`src/rtl/mips_mem_arbiter_if.sv`:
```
// mips_mem_arbiter_if: bus bundle between pipeline requesters, memory and the arbiter.
// slave is the arbiter's view; master is the pipeline/memory side.
interface mips_mem_arbiter_if #(
   parameter int ADDR_W = 10,
   parameter int DATA_W = 32
);
   logic              halt;
   logic              if_req;
   logic [ADDR_W-1:0] if_addr;
   logic              if_gnt;
   logic              if_rvalid;
   logic [DATA_W-1:0] if_rdata;
   logic              dm_req;
   logic              dm_we;
   logic [ADDR_W-1:0] dm_addr;
   logic [DATA_W-1:0] dm_wdata;
   logic              dm_gnt;
   logic              dm_rvalid;
   logic [DATA_W-1:0] dm_rdata;
   logic              mem_en;
   logic              mem_we;
   logic [ADDR_W-1:0] mem_addr;
   logic [DATA_W-1:0] mem_wdata;
   logic [DATA_W-1:0] mem_rdata;
   logic              mem_ack;
   logic              busy;
   logic              err;
   modport slave (
      input  halt, if_req, if_addr, dm_req, dm_we, dm_addr, dm_wdata, mem_rdata, mem_ack,
      output if_gnt, if_rvalid, if_rdata, dm_gnt, dm_rvalid, dm_rdata,
             mem_en, mem_we, mem_addr, mem_wdata, busy, err
   );
   modport master (
      output halt, if_req, if_addr, dm_req, dm_we, dm_addr, dm_wdata, mem_rdata, mem_ack,
      input  if_gnt, if_rvalid, if_rdata, dm_gnt, dm_rvalid, dm_rdata,
             mem_en, mem_we, mem_addr, mem_wdata, busy, err
   );
endinterface

```
`src/rtl/mips_mem_arbiter.sv`:
```
// mips_mem_arbiter: shares one memory between fetch and data ports, data first,
// with a fetch starvation guard and an ack watchdog; all outputs registered.
module mips_mem_arbiter #(
   parameter int ADDR_W       = 10,
   parameter int DATA_W       = 32,
   parameter int STARVE_LIMIT = 4,
   parameter int TIMEOUT      = 16
) (
   input logic                clock,
   input logic                reset_n,
   mips_mem_arbiter_if.slave  bus
);
   localparam int SW = $clog2(STARVE_LIMIT + 1);
   localparam int WW = $clog2(TIMEOUT + 1);
   localparam logic [SW-1:0] STARVE_MAX = SW'(STARVE_LIMIT);
   localparam logic [WW-1:0] WD_LAST    = WW'(TIMEOUT - 1);

   typedef enum logic [1:0] {IDLE, BUSY_IF, BUSY_DM} state_t;

   state_t            state_q;
   logic [SW-1:0]     starve_q;
   logic [WW-1:0]     wdog_q;
   logic              if_gnt_q, if_rvalid_q, dm_gnt_q, dm_rvalid_q;
   logic [DATA_W-1:0] if_rdata_q, dm_rdata_q;
   logic              mem_en_q, mem_we_q, err_q;
   logic [ADDR_W-1:0] mem_addr_q;
   logic [DATA_W-1:0] mem_wdata_q;
   logic              done, dm_win, if_win;
   logic [DATA_W-1:0] ack_data;

   // A timed-out transaction returns zero; stores always return zero.
   assign done     = bus.mem_ack || wdog_q == WD_LAST;
   assign ack_data = (bus.mem_ack && !mem_we_q) ? bus.mem_rdata : '0;
   assign dm_win   = !bus.halt && bus.dm_req && (!bus.if_req || starve_q < STARVE_MAX);
   assign if_win   = !bus.halt && !dm_win && bus.if_req;

   always_ff @(posedge clock or negedge reset_n) begin
      if (!reset_n) begin
         state_q     <= IDLE;
         starve_q    <= '0;
         wdog_q      <= '0;
         if_gnt_q    <= 1'b0;
         if_rvalid_q <= 1'b0;
         if_rdata_q  <= '0;
         dm_gnt_q    <= 1'b0;
         dm_rvalid_q <= 1'b0;
         dm_rdata_q  <= '0;
         mem_en_q    <= 1'b0;
         mem_we_q    <= 1'b0;
         mem_addr_q  <= '0;
         mem_wdata_q <= '0;
         err_q       <= 1'b0;
      end else begin
         if_gnt_q    <= 1'b0;
         dm_gnt_q    <= 1'b0;
         if_rvalid_q <= 1'b0;
         dm_rvalid_q <= 1'b0;
         if (state_q == IDLE) begin
            if (!bus.if_req) starve_q <= '0;
            if (dm_win) begin
               dm_gnt_q    <= 1'b1;
               mem_en_q    <= 1'b1;
               mem_we_q    <= bus.dm_we;
               mem_addr_q  <= bus.dm_addr;
               mem_wdata_q <= bus.dm_wdata;
               state_q     <= BUSY_DM;
               if (bus.if_req) starve_q <= starve_q + SW'(1);
            end else if (if_win) begin
               if_gnt_q   <= 1'b1;
               mem_en_q   <= 1'b1;
               mem_we_q   <= 1'b0;
               mem_addr_q <= bus.if_addr;
               starve_q   <= '0;
               state_q    <= BUSY_IF;
            end
         end else if (done) begin
            state_q  <= IDLE;
            mem_en_q <= 1'b0;
            mem_we_q <= 1'b0;
            wdog_q   <= '0;
            if (!bus.mem_ack) err_q <= 1'b1;
            if (state_q == BUSY_IF) begin
               if_rvalid_q <= 1'b1;
               if_rdata_q  <= ack_data;
            end else begin
               dm_rvalid_q <= 1'b1;
               dm_rdata_q  <= ack_data;
            end
         end else begin
            wdog_q <= wdog_q + WW'(1);
         end
      end
   end

   assign bus.if_gnt    = if_gnt_q;
   assign bus.if_rvalid = if_rvalid_q;
   assign bus.if_rdata  = if_rdata_q;
   assign bus.dm_gnt    = dm_gnt_q;
   assign bus.dm_rvalid = dm_rvalid_q;
   assign bus.dm_rdata  = dm_rdata_q;
   assign bus.mem_en    = mem_en_q;
   assign bus.mem_we    = mem_we_q;
   assign bus.mem_addr  = mem_addr_q;
   assign bus.mem_wdata = mem_wdata_q;
   assign bus.busy      = state_q != IDLE;
   assign bus.err       = err_q;
endmodule

```
`src/flat_wrapper.sv`:
```
// flat-port wrapper written by rule: the top's interface ports become plain ports
module mips_mem_arbiter_flat 
#(
   parameter int ADDR_W       = 10,
   parameter int DATA_W       = 32,
   parameter int STARVE_LIMIT = 4,
   parameter int TIMEOUT      = 16
)
  (clock, reset_n, bus_halt, bus_if_req, bus_if_addr, bus_dm_req, bus_dm_we, bus_dm_addr, bus_dm_wdata, bus_mem_rdata, bus_mem_ack, bus_if_gnt, bus_if_rvalid, bus_if_rdata, bus_dm_gnt, bus_dm_rvalid, bus_dm_rdata, bus_mem_en, bus_mem_we, bus_mem_addr, bus_mem_wdata, bus_busy, bus_err);
  mips_mem_arbiter_if #(.ADDR_W(ADDR_W), .DATA_W(DATA_W)) bus_i ();
  input logic clock;
  input logic reset_n;
  input wire logic [$bits(bus_i.halt)-1:0] bus_halt;
  input wire logic [$bits(bus_i.if_req)-1:0] bus_if_req;
  input wire logic [$bits(bus_i.if_addr)-1:0] bus_if_addr;
  input wire logic [$bits(bus_i.dm_req)-1:0] bus_dm_req;
  input wire logic [$bits(bus_i.dm_we)-1:0] bus_dm_we;
  input wire logic [$bits(bus_i.dm_addr)-1:0] bus_dm_addr;
  input wire logic [$bits(bus_i.dm_wdata)-1:0] bus_dm_wdata;
  input wire logic [$bits(bus_i.mem_rdata)-1:0] bus_mem_rdata;
  input wire logic [$bits(bus_i.mem_ack)-1:0] bus_mem_ack;
  output wire logic [$bits(bus_i.if_gnt)-1:0] bus_if_gnt;
  output wire logic [$bits(bus_i.if_rvalid)-1:0] bus_if_rvalid;
  output wire logic [$bits(bus_i.if_rdata)-1:0] bus_if_rdata;
  output wire logic [$bits(bus_i.dm_gnt)-1:0] bus_dm_gnt;
  output wire logic [$bits(bus_i.dm_rvalid)-1:0] bus_dm_rvalid;
  output wire logic [$bits(bus_i.dm_rdata)-1:0] bus_dm_rdata;
  output wire logic [$bits(bus_i.mem_en)-1:0] bus_mem_en;
  output wire logic [$bits(bus_i.mem_we)-1:0] bus_mem_we;
  output wire logic [$bits(bus_i.mem_addr)-1:0] bus_mem_addr;
  output wire logic [$bits(bus_i.mem_wdata)-1:0] bus_mem_wdata;
  output wire logic [$bits(bus_i.busy)-1:0] bus_busy;
  output wire logic [$bits(bus_i.err)-1:0] bus_err;
  assign bus_i.halt = bus_halt;
  assign bus_i.if_req = bus_if_req;
  assign bus_i.if_addr = bus_if_addr;
  assign bus_i.dm_req = bus_dm_req;
  assign bus_i.dm_we = bus_dm_we;
  assign bus_i.dm_addr = bus_dm_addr;
  assign bus_i.dm_wdata = bus_dm_wdata;
  assign bus_i.mem_rdata = bus_mem_rdata;
  assign bus_i.mem_ack = bus_mem_ack;
  assign bus_if_gnt = bus_i.if_gnt;
  assign bus_if_rvalid = bus_i.if_rvalid;
  assign bus_if_rdata = bus_i.if_rdata;
  assign bus_dm_gnt = bus_i.dm_gnt;
  assign bus_dm_rvalid = bus_i.dm_rvalid;
  assign bus_dm_rdata = bus_i.dm_rdata;
  assign bus_mem_en = bus_i.mem_en;
  assign bus_mem_we = bus_i.mem_we;
  assign bus_mem_addr = bus_i.mem_addr;
  assign bus_mem_wdata = bus_i.mem_wdata;
  assign bus_busy = bus_i.busy;
  assign bus_err = bus_i.err;
  mips_mem_arbiter #(.ADDR_W(ADDR_W), .DATA_W(DATA_W), .STARVE_LIMIT(STARVE_LIMIT), .TIMEOUT(TIMEOUT)) u_core (.clock(clock), .reset_n(reset_n), .bus(bus_i));
endmodule
```
`config.mk`:
```
export PLATFORM = sky130hd
export DESIGN_NAME = mips_mem_arbiter_flat
export DESIGN_NICKNAME = d
export VERILOG_FILES = /design/src/rtl/mips_mem_arbiter_if.sv /design/src/rtl/mips_mem_arbiter.sv /design/src/flat_wrapper.sv
export SDC_FILE = /design/constraint.sdc
export NUM_CORES = 1
export LEC_CHECK = 0
export ABC_AREA = 1
export CORE_MARGIN = 2
export CORE_UTILIZATION = 45
export CTS_BUF_LIST = sky130_fd_sc_hd__clkbuf_8
export CTS_CLUSTER_DIAMETER = 60
export DETAILED_ROUTE_END_ITERATION = 10
export PLACE_DENSITY_LB_ADDON = 0.3
export SYNTH_ARGS = -nofsm -noshare
export SYNTH_HDL_FRONTEND = slang
export SYNTH_SLANG_ARGS = --single-unit
```
`constraint.sdc`:
```
create_clock -name clock -period 2 [get_ports clock]
set_input_delay 0.2 -clock clock [delete_from_list [all_inputs] [get_ports clock]]
set_output_delay 0.2 -clock clock [all_outputs]
set_load 0.05 [all_outputs]
```
== Word level (Yosys, flattened, before mapping) ==
Cells that the tools add are included.

* Logic and storage cells: 74
* Input bits: 91
* Register bits after elaboration: 123

* Bitwise gates (word level): 3
* Multiplexer cells: 30
* Order comparisons: 1
* Add/subtract/negate cells: 2
* Eq/ne operators: 3
* Reduce and logical (&&, ||, !) cells: 21

{| class="wikitable"
|+ Operators by type and width
! cell !! number
|-
| $mux W32 || 1
|-
| $mux W10 || 2
|-
| $mux W1 || 18
|-
| $mux W3 || 4
|-
| $reduce_and A3 Y1 || 3
|-
| $mux W2 || 4
|-
| $reduce_and A2 Y1 || 3
|-
| $reduce_bool A2 Y1 || 3
|-
| $add A5 B1 Y5 const B || 1
|-
| $eq A5 B4 Y1 const B || 1
|-
| $logic_and A1 B1 Y1 || 5
|-
| $mux W5 || 1
|-
| $logic_not A1 Y1 || 4
|-
| $add A3 B1 Y3 const B || 1
|-
| $lt A3 B3 Y1 const B || 1
|-
| $ne A3 B1 Y1 const B || 1
|-
| $not A1 Y1 || 3
|-
| $eq A2 B1 Y1 const B || 1
|-
| $logic_not A2 Y1 || 1
|-
| $logic_or A1 B1 Y1 || 2
|}

== Logic depth before layout (Yosys ltp) ==
Gate-level depths: netlist of run 1.

* Depth after elaboration: 9
* Depth in mapped cells: 10

== Worst setup path before layout of run 1 ==
OpenSTA, ideal clock, no wires.

* Path type: register to register
* Start point: register u_core.wdog_q[0]
* End point: register u_core.dm_rdata_q[15] (netlist: u_core.bus.dm_rdata[15])
* Slack: 0.336 ns
* Buffers on the path: 2
* Cell stages (with the launch flop): 10
* Period minus slack after synthesis: 1.664 ns
* Data arrival time: 1.597 ns
* Data required time: 1.933 ns
* Path through: dfrtp_1 ha_1 nand2_1 nor2_1 ha_1 nor2_4 buf_2 buf_2 o21ai_0 nand2_1

* Longest elaborated chain between the ends: 3

{| class="wikitable"
|+ Ends and longest elaborated chain
! what !! RTL line !! RTL
|-
| from (decl) || mips_mem_arbiter.sv:22 || <nowiki>logic [WW-1:0] wdog_q;</nowiki>
|-
| from (signal assigned) || mips_mem_arbiter.sv:90 || <nowiki>wdog_q <= wdog_q + WW'(1);</nowiki>
|-
| $eq A5 B4 Y1 || mips_mem_arbiter.sv:32 || <nowiki>assign done = bus.mem_ack || wdog_q == WD_LAST;</nowiki>
|-
| $logic_or A1 B1 Y1 || mips_mem_arbiter.sv:32 ||
|-
| $reduce_and A3 Y1 (no line) || - ||
|-
| to (signal assigned) || mips_mem_arbiter.sv:87 || <nowiki>dm_rdata_q <= ack_data;</nowiki>
|-
| to (decl) || mips_mem_arbiter.sv:24 || <nowiki>logic [DATA_W-1:0] if_rdata_q, dm_rdata_q;</nowiki>
|}

No other way between the ends.
A chain may end at the register's enable or synchronous reset.

== Worst setup path after layout of run 1 ==
* Start point: register u_core.mem_wdata_q[9] (netlist: u_core.bus.mem_wdata[9])
* End point: output port bus_mem_wdata[9]

{| class="wikitable"
|+ RTL lines
! what !! RTL line !! RTL
|-
| from (decl) || mips_mem_arbiter.sv:27 || <nowiki>logic [DATA_W-1:0] mem_wdata_q;</nowiki>
|-
| from (signal assigned) || mips_mem_arbiter.sv:65 || <nowiki>mem_wdata_q <= bus.dm_wdata;</nowiki>
|-
| to (decl) || flat_wrapper.sv:31 || <nowiki>output wire logic [$bits(bus_i.mem_wdata)-1:0] bus_mem_wdata;</nowiki>
|}

No word-level cell between the ends.

==> flow_summary.yaml, run 1 <==
status:
  status: "completed"
drt:
  drt-total-wl_mm: 14.4
  drt_iter0_markers: 308
  drtPass1Iterations: 7
  drc: 0
  via_count: 4961
  wire_per_inst_um: 14.3
  vias_per_cell: 4.93
  ant_nets: 0
synth:
  ys_ff_latch: 123
  synth.area.top_cells: "dfrtp_1, nand2_1, o21ai_0"
  synth_edf_count: 0
  seq_area_frac_synth_pct: 57.9
  synth_area_sq_um: 5320
  ys_warn_count: 0
  syn-num-nets: 740
  syn-mean-instance-area_sq_um: 8.23
  yosysTopAreaCell: "dfrtp_1"
  synth_top_area_share_pct: 57.9
  yosysUniqueCellTypes: 25
  syn_inst: 646
  synth_async_sr_flop_share_pct: 100
  synth_flop_cell: "dfrtp_1"
power_and_ir_drop:
  leakage_nw: 4.07
  power_per_cell_area_nw_per_um2: 1830
  ir_worst_vdd_mv: 1.32
grt:
  antenna_found_initial: 0
  grt_pass1_vias: 5015
  globalRoute.totalOverflow: 0
  grt_pass1_wl_mm: 23.7
  grt_max_degree: 79
  track_usage_pct: 23.2
setup_path:
  path_depth: 1
  critical_path_buf_inv_count: 1
  cp_data_arrival_time_ps: 1630
  critical_path.top_delay_family: "buffers and inverters"
  critical_path_class: "register to output pin"
  crit_path_max_incr_delay_ps: 840
  startpoint_type: "register"
  cp_max_fo: 2
  cp.required_ps: 1800
  worstRegToRegCells: 9
  cp-end-kind: "output pin"
  crit_chain: "clkdlybuf4s50_1"
  slowest_stage: "clkdlybuf4s50_1"
timing:
  clock_skew_ps: 8.78
  hold_viol_final: 0
  worst_pin_slew_ps: 545
  maxSlewViolCount: 0
  setup_viol: 0
  layout_min_cycle_time_ps: 1830
  rsz0062_at_grt: "false"
  tns_ps: 0
  min_period_over_period_pct: 91.7
  relSlewSlack_pct: 63.6
  max_clock_freq_ghz: 0.545
flow_run:
  drv_cap: 0
die:
  coreArea_sq_um: 11500
  initial_core_util_pct: 46.4
  die_x_um: 113
  die_h_um: 113
  die_area_sq_um: 12700
  rows: 39
  pin_count: 205
place:
  gp_congestion: 0.861
  dp_hpwl_mm: 10.3
  port_buffers: 204
final_layout:
  final_util_pct: 69.4
  insertedDiodeCount: 0
  drive_gt1_share_pct: 7.18
  finalNetCount: 946
  syn2layout_area_growth_pct: 49.6
clock_tree:
  clock-sinks: 123
  clock_latency_ps: 430
  clock_path_buffers: 2
  cts_root_buf: "clkbuf_8"
  post_cts_resized: 0
  cts_tree: "built"
  cts_made_buffers: 17
  postCtsSetupBuffers: 0
  clkTransAtPathRegs_ps: 70
  htree_levels: 4
  hold_buffers: 1
min_path:
  hp-class: "input pin to asynchronous set/reset pin"
-- worst paths after layout --
| check | start | to | slack [ps] |
|---|---|---|---|
| max | u_core.bus.mem_wdata[9] | bus_mem_wdata[9] | 170 |
| min | reset_n | u_core.bus.if_rvalid | 280 |
| max reg2reg | u_core.wdog_q[0] | u_core.bus.if_rdata[31] | 250 |
| min reg2reg | u_core.bus.err | u_core.bus.err | 460 |
| max in group asynchronous | reset_n | u_core.bus.mem_we | 1300 |
| min in group clock | bus_dm_wdata[6] | u_core.bus.mem_wdata[6] | 300 |
-- metal layers --
layer  GRT usage (%)  vias up  wire length, um
met2            38.6      203             7260
met5               0        -                0
met4            7.64        0              242
met3            8.19       22             1200
met1            28.5     2340             5710
li1                -     2396                -
-- per-stage QoR --
step                worst slack (ps)  instances  hold slack, ps  cell area [sq um]  power (mW)
floorplan                        336        646           -95.6               5320        9.28
CTS                              139       1007             276               7960        14.7
finish                           167       1007             281               7960        14.6
detailed placement               209        975             213               7500        12.2
global placement                 300        975             205               7500        12.0
global route                    67.3       1007             299               7960        15.3
-- registers in the layout, summed over array words and instances, names as in the netlist --
signal	cells
u_core.wdog_q	5
u_core.bus.err	1
u_core.bus.mem_en	1
u_core.state_q	2
u_core.starve_q	3
u_core.bus.if_rdata	32
u_core.bus.mem_addr	10
u_core.bus.dm_rdata	32
u_core.bus.mem_wdata	32
u_core.bus.if_gnt	1
u_core.bus.dm_rvalid	1
u_core.bus.if_rvalid	1
u_core.bus.mem_we	1
u_core.bus.dm_gnt	1
-- cell type report --
class                      instances  area (sq um)
clock buffer                      22           303
fill                             918          3510
timing repair buffer             222          2210
clock inverter                     9           143
multi-input combinational        443          1870
sequential                       123          3080
tap                              143           179
inverter                          45           169
-- Yosys cell counts, types with 2 or more instances --
cell,count
nand2_1,299
dfrtp_1,123
o21ai_0,66
inv_1,41
nor2_1,39
nand3_1,17
buf_2,16
clkbuf_1,11
buf_6,5
inv_2,4
a21oi_1,3
ha_1,3
nor2_2,3
buf_4,2
nand2_2,2
nor2_4,2
nor3_1,2
-- where the power goes --
| part | switching [mW] | total, mW | internal, mW |
|---|---|---|---|
| Sequential | 0.628 | 4.19 | 3.56 |
| Clock | 0.946 | 2.45 | 1.50 |
| Combinational | 5.48 | 7.93 | 2.46 |
| Total | 7.05 | 14.6 | 7.52 |
-- layout by cell type (no fill, tap or decap), drive strengths merged --
cell	count
ha	3
dlygate4sd3	1
a21oi	4
o31ai	1
nand2	301
nor2	45
bufinv	4
inv	47
dfrtp	123
clkdlybuf4s50	202
clkinv	3
o22ai	1
buf	19
xnor2	1
nor3	2
o21ai	67
nand3	18
clkbuf	22
-- logic make-up (layout without fill, tap and decap cells) --
family,count (synthesis),count (layout),synth area share [%]
simple gates,366,366,27.4
flops,123,123,57.9
buf+inv,80,298,6.87
compound gates,73,73,7.01
fa+ha+maj,3,3,0.706
xor+xnor,1,1,0.165
Note: power is estimated with default switching activity, not from simulation.
==> inputs of run 2 (changes only) <==
Settings changed: CORE_UTILIZATION 45 to 40.
==> run 2 against run 1 <==
  * Routed wire length shrank 5.0%
  * Via count decreased by 4.4%
  * Sequential power about the same
  * Setup slack got worse by 28 ps
  * Critical endpoint is now u_core.bus.mem_we
  * Largest cell class unchanged
==> flow_summary.yaml, run 2 (synthesis gave the netlist of run 1 again) <==
final_layout:
  syn2layout_area_growth_pct: 51.2
  layout_common_cells: "nand2_1, clkdlybuf4s50_1, dfrtp_1"
  final_common_cell: "nand2_1"
  insertedDiodeCount: 0
  finalNetCount: 946
  final-instance-count-excl-fill: 1041
  drive_gt1_share_pct: 7.28
setup_path:
  crit_chain: "ha_1 > nand2_1 > nor2_1 > ha_1 > nor2_4 > buf_6 > nand2_1 > nand2_1 > nand2_1 > nand2_1"
  critical_path_buf_inv_count: 1
  cp.required_ps: 2360
  critical_path_class: "register to register"
  critical_path.top_delay_family: "simple AND/OR/NAND/NOR gates"
  startpoint_type: "register"
  crit_path_max_incr_delay_ps: 410
  slowest_stage: "dfrtp_1"
  cp-end-kind: "register"
  critPathMostFrequentCell: "nand2_1"
  cp_data_arrival_time_ps: 2230
  cp_max_fo: 20
place:
  dp_hpwl_mm: 9.71
  port_buffers: 204
  dp.cells: 1008
  gp_congestion: 0.837
drt:
  via_count: 4744
  drc: 0
  wire_per_inst_um: 13.1
  drt-total-wl_mm: 13.7
  drt_iter0_markers: 285
  drtPass1Iterations: 4
  ant_nets: 0
  vias_per_cell: 4.56
power_and_ir_drop:
  switching_share_pct: 48.4
  power_per_cell_area_nw_per_um2: 1800
  ir_worst_vdd_mv: 1.16
  leakage_nw: 4.07
  power.internal_mw: 7.49
  clock_power_share_pct: 16.6
  seqPwrFrac_pct: 28.7
  p_comb_share_pct: 54.7
  p_switching_mw: 7.01
timing:
  maxSlewViolCount: 0
  worst_pin_slew_ps: 574
  clock_skew_ps: 8.70
  rsz0062_at_grt: "true"
  min_period_over_period_pct: 93.1
  relSlewSlack_pct: 61.6
  hold_viol_final: 0
  layout_min_cycle_time_ps: 1860
  setup_viol: 0
  max_clock_freq_ghz: 0.537
  hold_slack_ps: 261
grt:
  grt_use_met1_pct: 25.6
  globalRoute.totalOverflow: 0
  track_usage_pct: 19.7
  grt_max_degree: 50
  grt_pass1_wl_mm: 22.1
  grt_pass1_vias: 4490
  busiest_layer: "met2"
  use_met2_pct: 30.6
  antenna_found_initial: 0
  met3_usage_pct: 7.76
clock_tree:
  cts_tree: "built"
  postCtsSetupBuffers: 0
  clock_latency_ps: 430
  cts_root_buf: "clkbuf_8"
  cts_made_buffers: 17
  clkTransAtPathRegs_ps: 70
  clock_path_buffers: 2
  clock-sinks: 123
  htree_levels: 4
die:
  initial_core_util_pct: 40.5
  die_h_um: 119
  coreArea_sq_um: 13100
  pin_count: 205
  die_area_sq_um: 14200
  rows: 42
  die_x_um: 119
min_path:
  hp-class: "input pin to asynchronous set/reset pin"
flow_run:
  drv_cap: 0
status:
  status: "completed"
## run 2: power groups by stage
stage          Sequential, mW  Clock, mW  Combinational (mW)
2_1_floorplan            7.69          0                1.59
3_3_place_gp             4.17          0                7.89
3_5_place_dp             4.19          0                7.97
4_1_cts                  4.17       2.48                7.99
5_1_grt                  4.29       2.58                8.38
6_report                 4.16       2.41                7.93
## run 2: final cells by class
cell class,count,area (sq um)
Timing Repair Buffer,222,2240
Inverter,45,169
Clock inverter,12,171
Clock buffer,20,275
Tap cell,176,220
Sequential cell,123,3080
Multi-Input combinational cell,443,1880
Fill cell,1161,5090
## run 2: path summary, 6_finish.rpt
path / startpoint / endpoint / slack, ps / cells past startpoint
worst max-delay path: u_core.wdog_q[0] / u_core.bus.mem_we / 140 / 10
worst min-delay path: reset_n / u_core.bus.dm_rdata[25] / 260 / 2
worst max register to register: u_core.wdog_q[0] / u_core.bus.mem_we / 140 / 10
worst min register to register: u_core.bus.mem_wdata[26] / u_core.bus.mem_wdata[26] / 470 / 2
max in group asynchronous: reset_n / u_core.state_q[1] / 1130 / 3
min in group clock: bus_dm_wdata[26] / u_core.bus.mem_wdata[26] / 300 / 3
## run 2: layer usage
| layer | wire (um) | up-vias | part of all wire [%] |
|---|---|---|---|
| met1 | 5950 | 2194 | 43 |
| met4 | 159 | 0 | 1.2 |
| met3 | 1170 | 13 | 8.6 |
| li1 | - | 2395 | - |
| met2 | 6400 | 142 | 47 |
| met5 | 0 | - | 0 |
## run 2: stage by stage
stage / TNS (ps) / total power [mW] / instance area, sq um / util, % / worst slack (ps)
floorplan: 0 / 9.28 / 5320 / - / 336
global placement: 0 / 12.1 / 7570 / 57.6 / 174
detailed placement: 0 / 12.2 / 7570 / 57.6 / 128
CTS: 0 / 14.6 / 8030 / 61.1 / 111
global route: -23.0 / 15.3 / 8040 / 61.2 / -13.5
finish: 0 / 14.5 / 8040 / 61.2 / 139
## run 2: what timing repair did
action                     4_1_cts  5_1_grt
gates resized for setup          0        4
hold buffers                     1        0
hold endpoints to repair        31        0
setup endpoints to repair        0       42
